==> config.mk <==
export PLATFORM = sky130hd
export DESIGN_NAME = seq_addsub
export DESIGN_NICKNAME = d
export VERILOG_FILES = /design/src/rtl/seq_addsub_pkg.sv /design/src/rtl/seq_addsub_addsub.sv /design/src/rtl/seq_addsub.sv
export SDC_FILE = /design/constraint.sdc
export NUM_CORES = 1
export LEC_CHECK = 0
export BUFFER_PORTS_ARGS = -buffer_cell sky130_fd_sc_hd__buf_2
export CORE_MARGIN = 1.5
export CORE_UTILIZATION = 27
export CTS_CLUSTER_DIAMETER = 60
export CTS_CLUSTER_SIZE = 14
export DETAILED_ROUTE_END_ITERATION = 8
export SETUP_SLACK_MARGIN = 0.05
export SYNTH_ARGS = -nofsm -noshare
export SYNTH_HDL_FRONTEND = slang
export SYNTH_HIERARCHICAL = 1
export SYNTH_SLANG_ARGS = --single-unit
==> constraint.sdc <==
create_clock -name clk -period 4.3 [get_ports clk]
set_input_delay 0.43 -clock clk [delete_from_list [all_inputs] [get_ports clk]]
set_output_delay 0.43 -clock clk [all_outputs]
set_load 0.01 [all_outputs]
==> src/rtl/seq_addsub_pkg.sv <==
// Shared definitions for the sequential adder/subtractor.
// Mode encoding and controller state type.
package seq_addsub_pkg;

   localparam logic MODE_ADD = 1'b0;
   localparam logic MODE_SUB = 1'b1;

   typedef enum logic [1:0] {
      IDLE,
      RUN,
      DONE
   } state_t;

endpackage

==> src/rtl/seq_addsub_addsub.sv <==
// Combinational SLICE-bit ripple adder on pre-inverted b.
// Reports carry out and carry into the slice's top bit.
module addsub_slice #(
   parameter int SLICE = 4
) (
   input  logic [SLICE-1:0] a_i,
   input  logic [SLICE-1:0] b_i,
   input  logic             c_i,
   output logic [SLICE-1:0] s_o,
   output logic             co_o,
   output logic             cmsb_o
);

   logic [SLICE:0] t_w;

   // Slice sum; top-bit carry-in recovered from the sum bit
   always_comb begin
      t_w = {1'b0, a_i} + {1'b0, b_i}
          + {{SLICE{1'b0}}, c_i};
      s_o    = t_w[SLICE-1:0];
      co_o   = t_w[SLICE];
      cmsb_o = t_w[SLICE-1] ^ a_i[SLICE-1] ^ b_i[SLICE-1];
   end

endmodule

==> src/rtl/seq_addsub.sv <==
// Multi-cycle add/sub: one SLICE-bit slice per clock,
// carry held in a register between slices.
module seq_addsub
   import seq_addsub_pkg::*;
#(
   parameter int WIDTH = 16,
   parameter int SLICE = 4
) (
   input  logic             clk,
   input  logic             rst_n,
   input  logic             start,
   input  logic             mode,
   input  logic             cin,
   input  logic [WIDTH-1:0] a,
   input  logic [WIDTH-1:0] b,
   output logic             busy,
   output logic             done,
   output logic [WIDTH-1:0] sum,
   output logic             cout,
   output logic             ovf,
   output logic             zero
);

   localparam int NSLICE = WIDTH / SLICE;
   localparam int KW = (NSLICE > 1) ? $clog2(NSLICE) : 1;

   typedef logic [KW-1:0] idx_t;

   state_t           state_q;
   logic [WIDTH-1:0] a_q;
   logic [WIDTH-1:0] b_q;
   logic             c_q;
   idx_t             k_q;
   logic [WIDTH-1:0] sum_q;
   logic [WIDTH-1:0] sum_d;
   logic             cout_q;
   logic             ovf_q;
   logic             zero_q;
   logic             busy_q;
   logic             done_q;

   logic [SLICE-1:0] sa_w;
   logic [SLICE-1:0] sb_w;
   logic [SLICE-1:0] s_w;
   logic             co_w;
   logic             cmsb_w;
   logic             last_w;

   // Select the current operand slice and merge its result
   always_comb begin
      sa_w   = a_q[k_q*SLICE +: SLICE];
      sb_w   = b_q[k_q*SLICE +: SLICE];
      last_w = (k_q == idx_t'(NSLICE - 1));
      sum_d  = sum_q;
      sum_d[k_q*SLICE +: SLICE] = s_w;
   end

   addsub_slice #(
      .SLICE (SLICE)
   ) u_slice (
      .a_i    (sa_w),
      .b_i    (sb_w),
      .c_i    (c_q),
      .s_o    (s_w),
      .co_o   (co_w),
      .cmsb_o (cmsb_w)
   );

   // Controller, operand capture and registered outputs
   always_ff @(posedge clk or negedge rst_n) begin
      if (!rst_n) begin
         state_q <= IDLE;
         a_q     <= '0;
         b_q     <= '0;
         c_q     <= 1'b0;
         k_q     <= '0;
         sum_q   <= '0;
         cout_q  <= 1'b0;
         ovf_q   <= 1'b0;
         zero_q  <= 1'b0;
         busy_q  <= 1'b0;
         done_q  <= 1'b0;
      end else begin
         done_q <= 1'b0;
         unique case (state_q)
            IDLE, DONE: begin
               if (start) begin
                  a_q     <= a;
                  b_q     <= b ^ {WIDTH{mode}};
                  c_q     <= (mode == MODE_SUB) ? 1'b1 : cin;
                  k_q     <= '0;
                  busy_q  <= 1'b1;
                  state_q <= RUN;
               end else begin
                  state_q <= IDLE;
               end
            end
            RUN: begin
               sum_q <= sum_d;
               c_q   <= co_w;
               if (last_w) begin
                  cout_q  <= co_w;
                  ovf_q   <= co_w ^ cmsb_w;
                  zero_q  <= (sum_d == '0);
                  busy_q  <= 1'b0;
                  done_q  <= 1'b1;
                  state_q <= DONE;
               end else begin
                  k_q <= k_q + 1'b1;
               end
            end
            default: state_q <= IDLE;
         endcase
      end
   end

   assign busy = busy_q;
   assign done = done_q;
   assign sum  = sum_q;
   assign cout = cout_q;
   assign ovf  = ovf_q;
   assign zero = zero_q;

endmodule
Word level (Yosys, flattened, before mapping) --
Index checks and enable logic that the tools add are counted.
Storage, ports and cells: input bits 37, bits in latches 0, memories kept 0, ROM bits 0, output and inout bits 21, bits in writable memories 0, logic and storage cells 53, bits in registers 58
Operators by class: muxes and demuxes 15, reduce and logical (&&, ||, !) cells 9, equality and inequality tests 6, bitwise gates (word level) 4, $mul 0, shift operators 4, add/subtract/negate cells 4, order comparisons 0, div/mod/pow operators 0
Operator list (number):
- 4-bit negation with 34-bit output | 1
- 4-bit by 34-bit variable shift with 16-bit output, first input constant | 1
- 4-bit by 34-bit variable part select with 16-bit output | 1
- 16-bit by 5-bit variable part select with 4-bit output | 2
- 16-bit bitwise mux | 1
- 16-bit logical NOT | 1
- 16-bit bitwise XOR | 1
- 2-bit one-hot mux with 2 select lines | 2
- 1-bit two-way mux | 7
- 2-bit two-way mux | 3
- 2-bit != test, second input constant | 3
- 2-bit AND reduction | 3
- 3-bit AND reduction | 2
- 4-bit by 4-bit adder with 5-bit output | 1
- 5-bit by 1-bit adder with 5-bit output | 1
- 2-bit equality test, second input constant | 2
- 1-bit one-hot mux with 2 select lines | 2
- 1-bit bitwise XOR | 3
- 2-bit by 1-bit adder with 2-bit output, second input constant | 1
- 2-bit by 1-bit equality test with 1-bit output, second input constant | 1
- 2-bit logical NOT | 1
- 2-bit nonzero test | 1
- 2-bit OR reduction | 1

Depth between registers and ports, before layout --
Gate-level depths: netlist (run 1).
word-level depth 6, gate-level depth with buffers 12, mapped depth without buffers 10

Cells and area by module --
The synthesis (run 1) kept the hierarchy.
Modules (own cells, without submodules):
- seq_addsub | cells each 263, area each 2766.4 µm², times used 1, seq. area each 1451.4 µm²
- addsub_slice | cells each 19, area each 177.7 µm², times used 1, seq. area each 0.0 µm²

Worst setup path before layout (run 1) --
OpenSTA, ideal clock, no wires.
path kind register -> register, start point register k_q[0], end point register zero_q, in the netlist zero, period minus slack after synthesis 2.969 ns, required time 4.208 ns, data arrival time 2.877 ns, cell stages (with the launch flop) 13, buffers on the path 2, slack 1.331 ns, setup time 0.092 ns, cells stage by stage dfrtp_1 -> buf_4 -> buf_2 -> mux4_2 -> fa_1 -> a21o_1 -> a21oi_4 -> xnor2_1 -> nand3_1 -> o21ai_0 -> a31oi_1 -> o21ai_0 -> o31ai_2
On the way: cells in the longest elaborated chain, start to end 6, elaborated cells on any way between the ends 11, those cells by class add/sub (3); eq/ne (1); shift (4); mux (1); reduce/logical (2)
Ends and longest elaborated chain:
- start: declaration | RTL line seq_addsub.sv:33 | idx_t k_q;
- start signal: assignment | RTL line seq_addsub.sv:109 | k_q <= k_q + 1'b1;
- 16-bit by 5-bit variable part select with 4-bit output | RTL line seq_addsub.sv:51 | sa_w = a_q[k_q*SLICE +: SLICE];
- via sa_w[0] | RTL line seq_addsub.sv:42 | logic [SLICE-1:0] sa_w;
- 4-bit by 4-bit adder with 5-bit output | RTL line seq_addsub_addsub.sv:18 | t_w = {1'b0, a_i} + {1'b0, b_i}
- 5-bit by 1-bit adder with 5-bit output | RTL line seq_addsub_addsub.sv:19 | + {{SLICE{1'b0}}, c_i};
- via s_w[3] | RTL line seq_addsub.sv:44 | logic [SLICE-1:0] s_w;
- 4-bit by 34-bit variable part select with 16-bit output | RTL line seq_addsub.sv:55 | sum_d[k_q*SLICE +: SLICE] = s_w;
- 16-bit bitwise mux | RTL line seq_addsub.sv:55
- 16-bit logical NOT | RTL line seq_addsub.sv:104 | zero_q <= (sum_d == '0);
- end signal: assignment | RTL line seq_addsub.sv:104
- end: declaration | RTL line seq_addsub.sv:38 | logic zero_q;
The timed path passes the listed nets, and every way through them passes these cells. A chain may end at the register's enable or synchronous reset.

Final worst setup path (run 1) --
Ends and elaborated chain as after synthesis.

==> results.json, run 1 <==
{
  "crit_path_start": "k_q[0]",
  "grt_pass1_wl_mm": 10.92,
  "place.gp.congestion": 0.8589,
  "via_count": 2233,
  "synth_top_area_share_pct": 49.30,
  "crit_slowest_cell": "dfrtp_1",
  "report.final.slew_viol_count": 0,
  "io_buffers": 57,
  "finalSetupTns_ns": 0,
  "hpwl_mm": 4.861,
  "critPathKind": "flip-flop to flip-flop",
  "cp.arrival_ns": 3.64,
  "antenna_found_initial": 0,
  "required_ns": 4.54,
  "ys_types": 37,
  "cts_tree": "done",
  "cpPeakStageDelay_ns": 0.86,
  "finalHoldViolations": 0,
  "grt_max_degree": 59,
  "nFillCells": 1124,
  "timing.rr.start": "k_q[0]",
  "r2r_cells": 10,
  "dpl.cell_count": 464,
  "clock.fmax_ghz": 0.2948,
  "clkSinkCount": 58,
  "drive_gt1_share_pct": 25.29,
  "grt_pass1_vias": 2211,
  "nets": 387,
  "p_leak_nw": 1.692,
  "cts_hold_buf": 0,
  "path_depth": 10,
  "track_usage_pct": 12.48,
  "avgSynthCellArea_um2": 10.44,
  "critical_path.top_delay_family": "compound AO/OA/AOI/OAI gates",
  "ios": 58,
  "worstMarginPinSlew_ns": 0.7946,
  "core_um2": 10460,
  "clockRootBuffer": "clkbuf_8",
  "setup_viol": 0,
  "crit_fanout": 19,
  "yosysWarnings": 6,
  "worstSkewPairLatency_ns": 0.34,
  "drc": 0,
  "yosys.area.top_type": "dfrtp_1",
  "first_pass_iters": 4,
  "critical_path.cell_chain": "mux4_2 -> fa_1 -> a21o_1 -> a21oi_4 -> xnor2_1 -> nand3_1 -> o21ai_0 -> a31oi_1 -> o21ai_0 -> o31ai_2",
  "ir_drop_mv": 0.3100,
  "cts_buffers": 9,
  "status": "complete, no violations",
  "period_needed_ns": 3.393,
  "htree_levels": 3,
  "power-per-cell-area_nw_per_um2": 885.4,
  "rsz0062_at_grt": "false",
  "synthCells": 282,
  "area_growth_pct": 18.95,
  "drt-total-wl_mm": 6.617,
  "slew_headroom_pct": 47.03,
  "finalNonFillerCells": 476,
  "synth_seq_cells": 58,
  "synth_seq_area_share_pct": 49.30,
  "skew_ns": 0.007741,
  "drtIter0Drc": 93,
  "cpMostUsedCell": "o21ai_0",
  "synthTopCellsByArea": "dfrtp_1, nand2_1, xnor2_1",
  "clk_pin_slew_ns": 0.06,
  "die_h_um": 107.4,
  "maxCapViolations": 0,
  "n_antenna_cell": 0,
  "die_x_um": 107.4,
  "rows": 37,
  "start_util_pct": 28.14,
  "gr-total-overflow": 0,
  "drtAntennaViolNets": 0,
  "cts_resized": 0,
  "worst-path-buf-inv": 0,
  "synth_area_um2": 2944,
  "r2r_setup_slack_ns": 0.91,
  "wl_per_cell_um": 13.90,
  "viasPerCell": 4.691,
  "dieArea_um2": 11540,
  "hold_path.class": "input pin to async pin",
  "cts_max_path_buffers": 2,
  "cts_setup_buffers": 0,
  "synth_nets": 330,
  "endpoint_kind": "flip-flop",
  "cp-start-kind": "flip-flop",
  "finalCritPeriodShare_pct": 78.90
}
## synth_stat cells (all sizes together)
cell    number
nand2       74
dfrtp       58
o21ai       25
xnor2       22
a32o        15
inv         10
nor2        10
ha           9
mux4         8
buf          7
clkbuf       7
nor3         6
nand2b       4
nor2b        3
a21oi        2
a31oi        2
fa           2
nand3        2
nand3b       2
o22ai        2
a211oi       1
a21o         1
a221oi       1
a31o         1
and2b        1
and3         1
mux2         1
nor4         1
o31ai        1
o32ai        1
or3          1
or3b         1
## metal layers
| layer | GRT usage (%) | part of all wire (%) | vias up |
|---|---|---|---|
| li1 | - | - | 1086 |
| met2 | 20.15 | 48 | 63 |
| met5 | 0 | 0 | - |
| met4 | 4.511 | 1.6 | 0 |
| met1 | 15.36 | 46 | 1073 |
| met3 | 4.419 | 5.1 | 11 |
## cell type report
| type | count | area (um2) | share of cell area (%) |
|---|---|---|---|
| flip-flops and latches | 58 | 1451 | 41.44 |
| multi-input cells | 200 | 1389 | 39.66 |
| repair buffers | 60 | 307.8 | 8.789 |
| well taps | 136 | 170.2 | 4.859 |
| clock buffers | 11 | 141.4 | 4.037 |
| inverters | 10 | 37.54 | 1.072 |
| clock inverters | 1 | 5.005 | 0.1429 |
## path summary, 6_finish.rpt
kind	to
max in group asynchronous	b_q[9]
hold reg to reg	a_q[3]
setup reg to reg	zero
setup / recovery	zero
min in group clk	a_q[13]
hold / removal	busy
## worst reg2reg max path, delay by kind of cell (launching register included)
| kind | cells | cell delay (ns) |
|---|---|---|
| AO/OA/AOI/OAI | 6 | 1.00 |
| XOR/XNOR | 1 | 0.21 |
| adder cells (fa/ha/maj) | 1 | 0.46 |
| flip-flops | 1 | 0.86 |
| multiplexers | 1 | 0.63 |
| AND/OR/NAND/NOR | 1 | 0.14 |
## placed cells by master, fill, tap and decap left out, types with 3 or more instances in the layout
master,synthesis,layout
nand2_1,74,74
dfrtp_1,58,58
buf_2,5,57
o21ai_0,24,24
xnor2_1,22,22
a32o_1,15,15
inv_1,10,10
clkbuf_8,0,10
ha_1,9,9
mux4_2,8,8
nor2_1,8,8
nor3_1,6,6
nand2b_1,4,4
nor2b_1,3,3
buf_4,2,3
## report_power, final
| group | switching (mW) | leakage (nW) | total, mW | internal (mW) |
|---|---|---|---|---|
| sequential | 0.197 | 0.740 | 0.991 | 0.794 |
| clock | 0.193 | 0.0770 | 0.404 | 0.211 |
| combinational | 0.986 | 0.874 | 1.71 | 0.720 |
| total | 1.38 | 1.69 | 3.10 | 1.72 |
## per-stage QoR
stage / utilization (%) / power, mW / hold WS (ns) / area (um2) / setup WS [ns]
global route: 33.47 / 3.355 / 0.2783 / 3502 / 0.6094
floorplan: - / 2.227 / 0.1344 / 2944 / 1.331
detailed placement: 32.07 / 2.717 / 0.4623 / 3356 / 0.8778
finish: 33.47 / 3.101 / 0.2456 / 3502 / 0.9075
CTS: 33.47 / 3.131 / 0.2684 / 3502 / 0.8596
global placement: 32.07 / 2.673 / 0.4570 / 3356 / 1.021
## cells by family after synthesis
logic type | synth area share (%)
buf+inv | 3.527
xor+xnor | 6.545
flops | 49.30
simple gates | 15.98
fa+ha+maj | 5.185
mux | 6.502
compound gates | 12.96
## flip-flops by register name, indices dropped and copies added, names as in the netlist, 2 cells and up
name and cells:
a_q 16, b_q 16, sum 16, k_q 2
state_q 2
(Power assumes the default switching activity.)
==> run 2: changes to the inputs <==
--- a/config.mk
+++ b/config.mk
@@ -5,6 +5,7 @@
 export SDC_FILE = /design/constraint.sdc
 export NUM_CORES = 1
 export LEC_CHECK = 0
+export ABC_AREA = 1
 export BUFFER_PORTS_ARGS = -buffer_cell sky130_fd_sc_hd__buf_2
 export CORE_MARGIN = 1.5
 export CORE_UTILIZATION = 27
==> constraint.sdc (replaced) <==
create_clock -name clk -period 3 [get_ports clk]
set_input_delay 0.3 -clock clk [delete_from_list [all_inputs] [get_ports clk]]
set_output_delay 0.3 -clock clk [all_outputs]
set_load 0.01 [all_outputs]
==> run 2 against run 1 <==
Net effect: sequential share of layout area down 4.0 points; register-to-register slack worse by 0.56 ns; routed wire length is 16% higher; non-clock buffer count up 1; final cell count up 27%; core utilization up 0.44 points; clock skew up 0.00094 ns; sequential power is 42% higher; area after synthesis up 7.1%; critical path depth is 4 higher; worst setup slack lost 0.56 ns; synthesized cell count increased by 41%; critical path type unchanged; largest cell class is now multi-input gates; highest routed layer unchanged.
==> results.json, run 2 <==
{
  "holdWs_ns": 0.1678,
  "ir_drop_mv": 0.4596,
  "ios": 58,
  "synth_enable_flop_cells": 0,
  "report.final.slew_viol_count": 0,
  "start_util_pct": 27.61,
  "place.gp.congestion": 0.8336,
  "yosysWarnings": 6,
  "synth_seq_cells": 58,
  "synthArstFlopShare_pct": 100.0,
  "slew_headroom_pct": 26.60,
  "use_met1_pct": 18.08,
  "layout_common_cells": "nand2_1, dfrtp_1, buf_2",
  "worstMarginPinSlew_ns": 1.101,
  "grt_pass1_vias": 2689,
  "post-route-util_pct": 33.91,
  "clkSinkCount": 58,
  "die_x_um": 111.1,
  "hold_path.class": "input pin to flip-flop",
  "cts_hold_buf": 0,
  "dieArea_um2": 12340,
  "drc": 0,
  "die_h_um": 111.1,
  "via_count": 2701,
  "required_ns": 3.23,
  "power-per-cell-area_nw_per_um2": 1324,
  "synthCells": 398,
  "io_buffers": 57,
  "drt-total-wl_mm": 7.674,
  "avgSynthCellArea_um2": 7.922,
  "status": "complete, no violations",
  "gr-total-overflow": 0,
  "finalNonFillerCells": 604,
  "use_met2_pct": 20.21,
  "ys_types": 26,
  "period_needed_ns": 2.650,
  "skew_ns": 0.008685,
  "nets": 504,
  "drtAntennaViolNets": 0,
  "synth_nets": 446,
  "n_antenna_cell": 0,
  "core_um2": 11420,
  "cts_resized": 0,
  "cts_tree": "done",
  "clk_pin_slew_ns": 0.06,
  "cts_max_path_buffers": 2,
  "dpl.cell_count": 588,
  "rsz0062_at_grt": "false",
  "area_growth_pct": 22.82,
  "viasPerCell": 4.472,
  "drive_gt1_share_pct": 19.96,
  "drtIter0Drc": 179,
  "synthTopCellsByArea": "dfrtp_1, nand2_1, o21ai_0",
  "wl_per_cell_um": 12.71,
  "track_usage_pct": 13.41,
  "htree_levels": 3,
  "synth_top_area_share_pct": 46.03,
  "critPathKind": "flip-flop to flip-flop",
  "p_leak_nw": 1.942,
  "ys_top_cells_by_count": "nand2_1, dfrtp_1, nor2_1",
  "met3_usage_pct": 3.718,
  "cts_buffers": 9,
  "cts_setup_buffers": 0,
  "synth_area_um2": 3153,
  "setup_viol": 0,
  "finalHoldViolations": 0,
  "yosysMostFrequentCell": "nand2_1",
  "finalSetupTns_ns": 0,
  "synth_ff_type": "dfrtp_1",
  "crit_fanout": 16,
  "synth_seq_area_share_pct": 46.03,
  "worstSkewPairLatency_ns": 0.33,
  "clock.fmax_ghz": 0.3773,
  "grt_max_degree": 51,
  "hold_path.startpoint": "a[2]",
  "first_pass_iters": 4,
  "busiest_layer": "met2",
  "finalCritPeriodShare_pct": 88.34,
  "grt_pass1_wl_mm": 13.14,
  "crit_path_start": "k_q[0]",
  "yosys.area.top_type": "dfrtp_1",
  "endpoint_kind": "flip-flop",
  "antenna_found_initial": 0,
  "hpwl_mm": 5.689,
  "p_total_mw": 5.128,
  "cp.arrival_ns": 2.88,
  "rows": 39,
  "timing.rr.start": "k_q[0]",
  "cp-start-kind": "flip-flop",
  "nFillCells": 1230,
  "r2r_setup_slack_ns": 0.35,
  "maxCapViolations": 0,
  "clockRootBuffer": "clkbuf_16",
  "mostFrequentLayoutCell": "nand2_1"
}
-- run 2: final cells by class --
type,instances,area [um2],share of cell area (%)
multi-input combinational,297,1513,39.06
clock buffer,9,225.2,5.816
inverter,29,111.4,2.876
clock inverter,7,77.57,2.003
timing repair buffer,61,315.3,8.142
sequential,58,1451,37.48
tap,143,178.9,4.620
-- run 2: logic make-up (layout without fill, tap and decap cells) --
| logic type | after synthesis | after routing | synth area share, % |
|---|---|---|---|
| AND/OR/NAND/NOR | 202 | 202 | 26.07 |
| AO/OA/AOI/OAI | 65 | 65 | 11.55 |
| flip-flops | 58 | 58 | 46.03 |
| buffers and inverters | 43 | 106 | 6.230 |
| XOR/XNOR | 19 | 19 | 5.278 |
| adder cells (fa/ha/maj) | 11 | 11 | 4.841 |
-- run 2: worst paths after layout --
check | depth (start not counted) | end
worst min register to register | 2 | a_q[11]
worst max register to register | 14 | zero
worst min-delay path | 3 | a_q[2]
max in group asynchronous | 2 | b_q[10]
min in group asynchronous | 1 | zero
worst max-delay path | 14 | zero
-- run 2: per-layer routing --
layer  wire length (um)  vias up
met3                366       14
met4                177        0
met1               3712     1226
li1                   -     1396
met2               3416       65
met5                  0        -
-- run 2: report_power, final --
part | switching [mW] | internal (mW)
clock | 0.383 | 0.647
sequential | 0.255 | 1.15
combinational | 1.69 | 1.00
-- run 2: through the flow --
| stage | instance area [um2] | setup slack [ns] |
|---|---|---|
| after CTS | 3862 | 0.2942 |
| after global routing | 3872 | 0.08153 |
| after detailed placement | 3560 | 0.3072 |
| after floorplan | 3153 | 0.3463 |
| final | 3872 | 0.3497 |
| after global placement | 3560 | 0.4281 |
-- run 2: worst max-delay path: stages (launching register included) --
cell	delay [ns]
dfrtp_1	0.42
buf_4	0.20
o21ai_0	0.17
o22ai_1	0.12
fa_1	0.48
inv_1	0.09
fa_1	0.40
inv_1	0.11
nand3_1	0.12
o21ai_1	0.18
nor2_1	0.06
nand2_1	0.07
nor2_1	0.04
nand2_1	0.04
nand2_1	0.04
